--- config.mk ---
export PLATFORM = sky130hd
export DESIGN_NAME = seq_detector_prog_flat
export DESIGN_NICKNAME = d
export VERILOG_FILES = /design/src/rtl/seq_detector_prog_if.sv /design/src/rtl/seq_detector_prog.sv /design/src/flat_wrapper.sv
export SDC_FILE = /design/constraint.sdc
export NUM_CORES = 1
export LEC_CHECK = 0
export ABC_CLOCK_PERIOD_IN_PS = 3700
export CAP_MARGIN = 30
export CORE_MARGIN = 4
export CORE_UTILIZATION = 40
export CTS_CLUSTER_DIAMETER = 50
export CTS_CLUSTER_SIZE = 28
export DETAILED_ROUTE_END_ITERATION = 7
export PLACE_DENSITY = 0.65
export SLEW_MARGIN = 20
export SYNTH_ARGS = -nofsm -noshare
export SYNTH_HDL_FRONTEND = slang
export SYNTH_SLANG_ARGS = --single-unit
--- constraint.sdc ---
create_clock -name clk -period 3.7 [get_ports clk]
set_input_delay 0.925 -clock clk [delete_from_list [all_inputs] [get_ports clk]]
set_output_delay 0.925 -clock clk [all_outputs]
set_load 0.005 [all_outputs]
--- src/rtl/seq_detector_prog_if.sv ---
// Configuration, serial stream and status bundle for the programmable sequence detector.
// master drives pattern setup and the qualified bit stream; slave is the detector itself.
interface seq_detector_prog_if #(
  parameter int MAX_LEN = 8,
  parameter int LEN_W   = 4,
  parameter int CNT_W   = 16
);
  logic               cfg_load;
  logic [MAX_LEN-1:0] cfg_pattern;
  logic [LEN_W-1:0]   cfg_len;
  logic               cfg_overlap;
  logic               enable;
  logic               data_valid;
  logic               data_in;
  logic               match;
  logic [1:0]         state;
  logic [CNT_W-1:0]   match_count;

  modport master (
    output cfg_load, cfg_pattern, cfg_len, cfg_overlap,
    output enable, data_valid, data_in,
    input  match, state, match_count
  );

  modport slave (
    input  cfg_load, cfg_pattern, cfg_len, cfg_overlap,
    input  enable, data_valid, data_in,
    output match, state, match_count
  );
endinterface

--- src/rtl/seq_detector_prog.sv ---
// Runtime-programmable serial sequence detector with a Mealy match pulse.
// Define MATCH_CNT_EN to build the saturating match counter; otherwise match_count reads 0.
module seq_detector_prog #(
  parameter int MAX_LEN = 8,
  parameter int LEN_W   = 4,
  parameter int CNT_W   = 16
) (
  input logic               clk,
  input logic               rst_n,
  seq_detector_prog_if.slave bus
);
  localparam int FILL_W = $clog2(MAX_LEN + 1);

  typedef enum logic [1:0] {
    IDLE = 2'b00,
    HUNT = 2'b01,
    LOCK = 2'b10
  } state_t;

  state_t             state_q, state_d;
  logic [MAX_LEN-1:0] pat_q, pat_d;
  logic [MAX_LEN-1:0] hist_q, hist_d;
  logic [LEN_W-1:0]   len_q, len_d;
  logic               ovl_q, ovl_d;
  logic [FILL_W-1:0]  fill_q, fill_d;

  logic               cfg_take;
  logic               accepted;
  logic               window_eq;
  logic               hit;
  logic [MAX_LEN:0]   window;
  logic [MAX_LEN:0]   mask;

  assign cfg_take = bus.enable & bus.cfg_load;

  always_ff @(posedge clk or negedge rst_n) begin
    if (!rst_n) begin
      state_q <= IDLE;
      pat_q   <= '0;
      hist_q  <= '0;
      len_q   <= '0;
      ovl_q   <= 1'b0;
      fill_q  <= '0;
    end else begin
      state_q <= state_d;
      pat_q   <= pat_d;
      hist_q  <= hist_d;
      len_q   <= len_d;
      ovl_q   <= ovl_d;
      fill_q  <= fill_d;
    end
  end

  // Window is the newest len bits including the bit on data_in right now;
  // masking keeps the compare independent of stale history above len.
  always_comb begin
    accepted = bus.enable & bus.data_valid & (state_q != IDLE) & ~bus.cfg_load;
    window   = {hist_q, bus.data_in};
    mask     = '0;
    for (int i = 0; i <= MAX_LEN; i++) begin
      mask[i] = ($unsigned(i) < 32'(len_q));
    end
    window_eq = (((window ^ {1'b0, pat_q}) & mask) == '0);
    hit       = accepted & ((32'(fill_q) + 32'd1) >= 32'(len_q)) & window_eq;
  end

  assign bus.match = hit;
  assign bus.state = state_q;

  always_comb begin
    pat_d  = pat_q;
    len_d  = len_q;
    ovl_d  = ovl_q;
    hist_d = hist_q;
    fill_d = fill_q;
    if (cfg_take) begin
      pat_d  = bus.cfg_pattern;
      len_d  = bus.cfg_len;
      ovl_d  = bus.cfg_overlap;
      hist_d = '0;
      fill_d = '0;
    end else if (accepted) begin
      if (hit && !ovl_q) begin
        hist_d = '0;
        fill_d = '0;
      end else begin
        hist_d = {hist_q[MAX_LEN-2:0], bus.data_in};
        fill_d = (fill_q == FILL_W'(MAX_LEN)) ? fill_q : fill_q + 1'b1;
      end
    end
    // State is a pure function of the next config and fill, so len==1 lands in LOCK.
    if ((len_d == '0) || (32'(len_d) > 32'(MAX_LEN))) begin
      state_d = IDLE;
    end else if ((32'(fill_d) + 32'd1) < 32'(len_d)) begin
      state_d = HUNT;
    end else begin
      state_d = LOCK;
    end
  end

`ifdef MATCH_CNT_EN
  logic [CNT_W-1:0] count_q;

  always_ff @(posedge clk or negedge rst_n) begin
    if (!rst_n) begin
      count_q <= '0;
    end else if (cfg_take) begin
      count_q <= '0;
    end else if (hit && (count_q != '1)) begin
      count_q <= count_q + 1'b1;
    end
  end

  assign bus.match_count = count_q;
`else
  assign bus.match_count = '0;
`endif

endmodule

--- src/flat_wrapper.sv ---
// flat-port wrapper written by rule: the top's interface ports become plain ports
module seq_detector_prog_flat 
#(
  parameter int MAX_LEN = 8,
  parameter int LEN_W   = 4,
  parameter int CNT_W   = 16
)
  (clk, rst_n, bus_cfg_load, bus_cfg_pattern, bus_cfg_len, bus_cfg_overlap, bus_enable, bus_data_valid, bus_data_in, bus_match, bus_state, bus_match_count);
  seq_detector_prog_if #(.MAX_LEN(MAX_LEN), .LEN_W(LEN_W), .CNT_W(CNT_W)) bus_i ();
  input logic clk;
  input logic rst_n;
  input wire logic [$bits(bus_i.cfg_load)-1:0] bus_cfg_load;
  input wire logic [$bits(bus_i.cfg_pattern)-1:0] bus_cfg_pattern;
  input wire logic [$bits(bus_i.cfg_len)-1:0] bus_cfg_len;
  input wire logic [$bits(bus_i.cfg_overlap)-1:0] bus_cfg_overlap;
  input wire logic [$bits(bus_i.enable)-1:0] bus_enable;
  input wire logic [$bits(bus_i.data_valid)-1:0] bus_data_valid;
  input wire logic [$bits(bus_i.data_in)-1:0] bus_data_in;
  output wire logic [$bits(bus_i.match)-1:0] bus_match;
  output wire logic [$bits(bus_i.state)-1:0] bus_state;
  output wire logic [$bits(bus_i.match_count)-1:0] bus_match_count;
  assign bus_i.cfg_load = bus_cfg_load;
  assign bus_i.cfg_pattern = bus_cfg_pattern;
  assign bus_i.cfg_len = bus_cfg_len;
  assign bus_i.cfg_overlap = bus_cfg_overlap;
  assign bus_i.enable = bus_enable;
  assign bus_i.data_valid = bus_data_valid;
  assign bus_i.data_in = bus_data_in;
  assign bus_match = bus_i.match;
  assign bus_state = bus_i.state;
  assign bus_match_count = bus_i.match_count;
  seq_detector_prog #(.MAX_LEN(MAX_LEN), .LEN_W(LEN_W), .CNT_W(CNT_W)) u_core (.clk(clk), .rst_n(rst_n), .bus(bus_i));
endmodule
==> results_dict.tcl, run 1 <==
set metrics [dict create \
    status "finished, final reports clean" \
    die_h_um 74.34 \
    clock-sinks 27 \
    cp_data_required_time_ns 3.91 \
    synth.avg_cell_area_um2 10.42 \
    r2r_end "u_core.bus.state[0]" \
    grt.total_usage 0.1469 \
    worstPathMaxFanout 3 \
    ctsHoldBuffers 0 \
    fill_cells 362 \
    yosysWarningCount 0 \
    peakVddDrop_mv 0.2474 \
    post-place-ws_ns -0.1924 \
    die_w_um 74.34 \
    period_needed_ns 3.548 \
    htree_levels 1 \
    grtUsageMet1 0.1765 \
    area_delta_synth_final_pct 17.55 \
    rsz0062_at_grt "no" \
    hold_class "reg -> reg" \
    gr-total-overflow 0 \
    core-area_um2 4115 \
    numCtsBuffers 3 \
    synth_edf_count 0 \
    crit_path_start_kind "input pin" \
    reg2reg_from "u_core.fill_q[0]" \
    r2r_cells 16 \
    min_from "u_core.hist_q[7]" \
    ys_seq_area_frac 0.3838 \
    rows 23 \
    drc 0 \
    ctsLongestPathBuffers 2 \
    holdPathStages 1 \
    worst_setup_path_end_kind "register" \
    reg2reg_slack_ns 0.24 \
    tritoncts "yes" \
    synth_top_area_share 0.3838 \
    yosysMostFrequentCell "dfrtp_1" \
    fmax_ghz 0.2819 \
    grt_pass1_wl_um 6354 \
    synthTopCellsByCount "27 x dfrtp_1, 18 x buf_4" \
    grt_antenna_before_repair 0 \
    ant_nets 0 \
    routed-via-count 1306 \
    finalWirelength_um 3683 \
    setup.worst_path.class "in -> reg" \
    yosys_register_bits 27 \
    syn-instance-count 169 \
    hpwl_um 3035 \
    synth_top_cell_by_area "dfrtp_1" \
    p_leak_nw 0.9400 \
    clkLatencyLatePin_ns 0.27 \
    gp_congestion 0.8772 \
    max_cap_violations 0 \
    crit_start "bus_enable" \
    cts-root-buf "clkbuf_8" \
    fin_nets 228 \
    worst_ep_arrival_time_ns 3.76 \
    final_hold_viol_count 0 \
    fin_crit_sh 0.9589 \
    port_buffers 21 \
    use_met2 0.2677 \
    ys.flop_type "dfrtp_1" \
    busiest_layer "met2" \
    ys_types 44 \
    diodes 0 \
    setup_violations 0 \
    min_to "u_core.hist_q[7]" \
    drt-pass1-iter-count 6 \
    synth_area_leaders "dfrtp_1 38%, buf_4 7.7%, ha_1 7.1%" \
    synth_area_um2 1760 \
    synth-async-reset-ratio 1.000 \
    p_per_area_nw_per_um2 367.7 \
    grt_pass1_vias 1403 \
    final_max_slew_viol_count 0 \
    routedWlPerCell_um 14.85 \
    drive_above_1_share 0.2020 \
    grtUsageMet3 0.01622 \
    fin_area_um2 2069 \
    clk_pin_slew_ns 0.09 \
    start_util 0.4278 \
    ios 38 \
    layout_setup_ws_ns 0.1521 \
    postPlaceCellArea_um2 2006 \
    die_area_um2 5526 \
    viasPerCell 5.266 \
    first_iter_violations 51 \
    grt_max_degree 28 \
    clock_skew_ns 0.001116 \
]
worst max-delay path, cell delays in order:
cell and delay [ns]:
clkdlybuf4s50_1 0.50, nand3b_1 0.12, or2_4 0.26, nor3_2 0.20, and4b_1 0.23, nand2b_4 0.13, nor2_1 0.06, ha_2 0.21
xor2_1 0.17, ha_2 0.19, a211oi_2 0.18, nand3_1 0.15, o31ai_4 0.26, and3b_1 0.18
stage by stage:
step	TNS (ns)	total power, mW	util	hold slack, ns	instances
6_report	0	0.7610	0.5029	0.5078	248
5_1_grt	0	0.8108	0.5029	0.5473	248
4_1_cts	0	0.7637	0.4983	0.5186	248
3_5_place_dp	-0.4119	0.5967	0.4874	0.4965	244
3_3_place_gp	-0.04872	0.5826	0.4874	0.4926	244
2_1_floorplan	0	0.5218	-	0.4732	184
registers in the layout, indices dropped and copies added, names as in the netlist:
name	flops
u_core.ovl_q	1
u_core.bus.state	2
u_core.pat_q	8
u_core.len_q	4
u_core.fill_q	4
u_core.hist_q	8
cell families (layout without fill, tap and decap cells):
logic type                 Yosys count  after routing  synth area share
AOI/OAI and AO/OA                   29             29            0.1230
xor gates and xnor gates            15             15           0.07889
adders and majority gates           10             10           0.07107
buffers and inverters               32             46            0.1158
DFF                                 27             27            0.3838
muxes                               14             14           0.08671
other                                1             16          0.002130
and+or+nand+nor                     41             41            0.1386
power by group:
group / leakage [nW] / internal [mW] / switching [mW]
sequential: 0.343 / 0.328 / 0.0380
combinational: 0.571 / 0.119 / 0.109
clock: 0.0255 / 0.0754 / 0.0918
total: 0.940 / 0.523 / 0.238
cell type report:
type | count | area, um^2 | area share
well taps | 50 | 62.56 | 0.03023
repair buffers | 32 | 291.5 | 0.1409
flip-flops and latches | 27 | 676.9 | 0.3271
clock inverters | 1 | 5.005 | 0.002418
clock buffers | 3 | 41.29 | 0.01995
multi-input cells | 125 | 954.7 | 0.4613
inverters | 10 | 37.54 | 0.01814
layout by cell type, fill, tap and decap left out, drive strengths merged, types with 3 or more instances in the layout:
cell / count
dfrtp: 27
clkdlybuf4s50: 20
conb: 16
buf: 11
xnor2: 11
nor2: 11
inv: 10
mux2: 10
ha: 10
a21oi: 6
a22o: 6
nand3: 5
o21ai: 5
nand2: 5
nor3: 5
xor2: 4
mux2i: 4
nand2b: 4
clkbuf: 3
routing by layer:
metal	part of all wire	vias to the layer above
li1	-	611
met5	0	-
met1	0.40	636
met4	0.019	0
met3	0.049	8
met2	0.53	51
worst max path at each step:
stage	endpoint
final	u_core.bus.state[0]
after global routing	u_core.bus.state[0]
after CTS	u_core.bus.state[0]
after detailed placement	u_core.bus.state[0]
after global placement	u_core.bus.state[0]
after floorplan	u_core.bus.state[0]
what timing repair did:
| action | in CTS | in global routing |
|---|---|---|
| setup endpoints to repair | 1 | 2 |
| pin swaps | 0 | 3 |
| resized for setup | 1 | 6 |
| cloned | 0 | 0 |
| buffers inserted | 0 | 0 |
Power figures use the tool's default switching activity.
==> inputs of run 2 (changes only) <==
Settings changed: CAP_MARGIN 30 to 5.
==> results of run 2 <==
No change in the layout: final DEF, timing and power equal those of run 1.
==> inputs of run 3 (changes only) <==
Settings changed: CTS_CLUSTER_SIZE 28 to not set, PLACE_DENSITY 0.65 to not set, PLACE_DENSITY_LB_ADDON set to 0.15.
==> results_dict.tcl, run 3 (same netlist as run 1, synthesis figures left out) <==
set metrics [dict create \
    ant_nets 0 \
    die_h_um 74.34 \
    max_cap_violations 0 \
    p_comb_frac 0.297 \
    p_sw_uw 249.8 \
    r2r_cells 16 \
    gp_congestion 0.8681 \
    drc 0 \
    core-area_um2 4115 \
    diodes 0 \
    ios 38 \
    finish.utilization 0.5050 \
    tritoncts "yes" \
    grt_pass1_vias 1265 \
    fin_nets 230 \
    hpwl_um 2849 \
    p_seq_frac 0.465 \
    die_w_um 74.34 \
    fin_crit_sh 0.9528 \
    grt_pass1_wl_um 5865 \
    holdPathStages 1 \
    routed-via-count 1262 \
    setup.worst_path.class "in -> reg" \
    dpl.cell_count 246 \
    area_delta_synth_final_pct 18.05 \
    clk_pin_slew_ns 0.11 \
    htree_levels 1 \
    routedWlPerCell_um 14.40 \
    fill_cells 370 \
    finalWirelength_um 3601 \
    status "finished, final reports clean" \
    port_buffers 21 \
    grtUsageMet3 0.02432 \
    rows 23 \
    largest_registers "u_core.hist_q (8), u_core.pat_q (8)" \
    reg2reg_slack_ns 0.33 \
    numCtsBuffers 3 \
    die_area_um2 5526 \
    clock_skew_ns 0.003230 \
    layout_setup_ws_ns 0.1747 \
    setup_violations 0 \
    start_util 0.4278 \
    final_hold_viol_count 0 \
    switching_share 0.3215 \
    clockPowerShare 0.237 \
    p_leak_nw 0.9546 \
    fmax_ghz 0.2837 \
    use_met2 0.2313 \
    drive_above_1_share 0.1950 \
    p_per_area_nw_per_um2 373.9 \
    final_cell_mix "26 x dfrtp_1, 20 x clkdlybuf4s50_1, 16 x conb_1" \
    worstPathMaxFanout 4 \
    gr-total-overflow 0 \
    grtUsageMet1 0.1866 \
    viasPerCell 5.048 \
    cts-root-buf "clkbuf_8" \
    drt-pass1-iter-count 4 \
    hold_class "reg -> reg" \
    grt_antenna_before_repair 0 \
    grt_max_degree 28 \
    crit_path_start_kind "input pin" \
    cp_data_required_time_ns 3.92 \
    fin_cells 250 \
    clkLatencyLatePin_ns 0.28 \
    busiest_layer "met2" \
    clock-sinks 27 \
    internal_power_uw 527.2 \
    ctsHoldBuffers 0 \
    grt.total_usage 0.1385 \
    ctsLongestPathBuffers 2 \
    period_needed_ns 3.525 \
    peakVddDrop_mv 0.1754 \
    worst_setup_path_end_kind "register" \
    post-place-ws_ns -0.1919 \
    post-cts-setup-buffers 0 \
    final_common_cell "dfrtp_1" \
    first_iter_violations 57 \
    rsz0062_at_grt "no" \
    worst_ep_arrival_time_ns 3.74 \
    final_max_slew_viol_count 0 \
]
==> run 3: path summary, 6_finish.rpt <==
| kind | start | end |
|---|---|---|
| worst min register to register | u_core.hist_q[7] | u_core.hist_q[7] |
| worst min-delay path | u_core.hist_q[7] | u_core.hist_q[7] |
| min in group asynchronous | rst_n | u_core.hist_q[3] |
| worst max-delay path | bus_cfg_load | u_core.bus.state[0] |
| worst max register to register | u_core.fill_q[0] | u_core.bus.state[0] |
| max in group asynchronous | rst_n | u_core.fill_q[0] |
==> run 3: worst max-delay path, stage by stage <==
cell and delay (ns):
clkdlybuf4s50_1 0.41, nand3b_1 0.19, or2_4 0.25, nor3_2 0.18, and4b_1 0.23, nand2b_4 0.15
nor2_1 0.06, ha_1 0.23, xor2_1 0.18, ha_1 0.20, a211oi_1 0.20, nand3_1 0.15
o31ai_4 0.19, and3b_1 0.20
==> run 3: per-layer routing <==
| layer | share of wire | vias up |
|---|---|---|
| li1 | - | 619 |
| met1 | 0.46 | 599 |
| met2 | 0.47 | 42 |
| met3 | 0.064 | 2 |
| met4 | 0.0058 | 0 |
| met5 | 0 | - |
==> run 3: layout make-up <==
type | instances | area (um^2) | area share
multi-input combinational | 125 | 944.7 | 0.4545
tap | 50 | 62.56 | 0.03010
inverter | 10 | 37.54 | 0.01806
clock inverter | 1 | 8.758 | 0.004214
clock buffer | 3 | 41.29 | 0.01987
sequential | 27 | 676.9 | 0.3257
timing repair buffer | 34 | 306.5 | 0.1475
==> run 3: power groups by stage <==
stage | Clock, mW | Sequential, mW | Combinational (mW)
CTS | 0.196 | 0.361 | 0.233
detailed placement | 0 | 0.368 | 0.232
global placement | 0 | 0.366 | 0.225
global route | 0.205 | 0.367 | 0.261
finish | 0.184 | 0.362 | 0.231
floorplan | 0 | 0.353 | 0.169
==> run 3: timing repair <==
action,CTS,global route
endpoints found under the hold margin,0,0
resized for setup,1,2
cloned,0,0
setup endpoints to repair,1,2
==> run 3: metrics by stage <==
step / setup TNS, ns / total power, mW / area (um^2) / hold WS, ns
2_1_floorplan: 0 / 0.5218 / 1817 / 0.4732
3_3_place_gp: -0.06912 / 0.5911 / 2021 / 0.4940
3_5_place_dp: -0.3666 / 0.5993 / 2021 / 0.4944
4_1_cts: 0 / 0.7904 / 2069 / 0.5258
5_1_grt: 0 / 0.8325 / 2078 / 0.5396
6_report: 0 / 0.7770 / 2078 / 0.5233
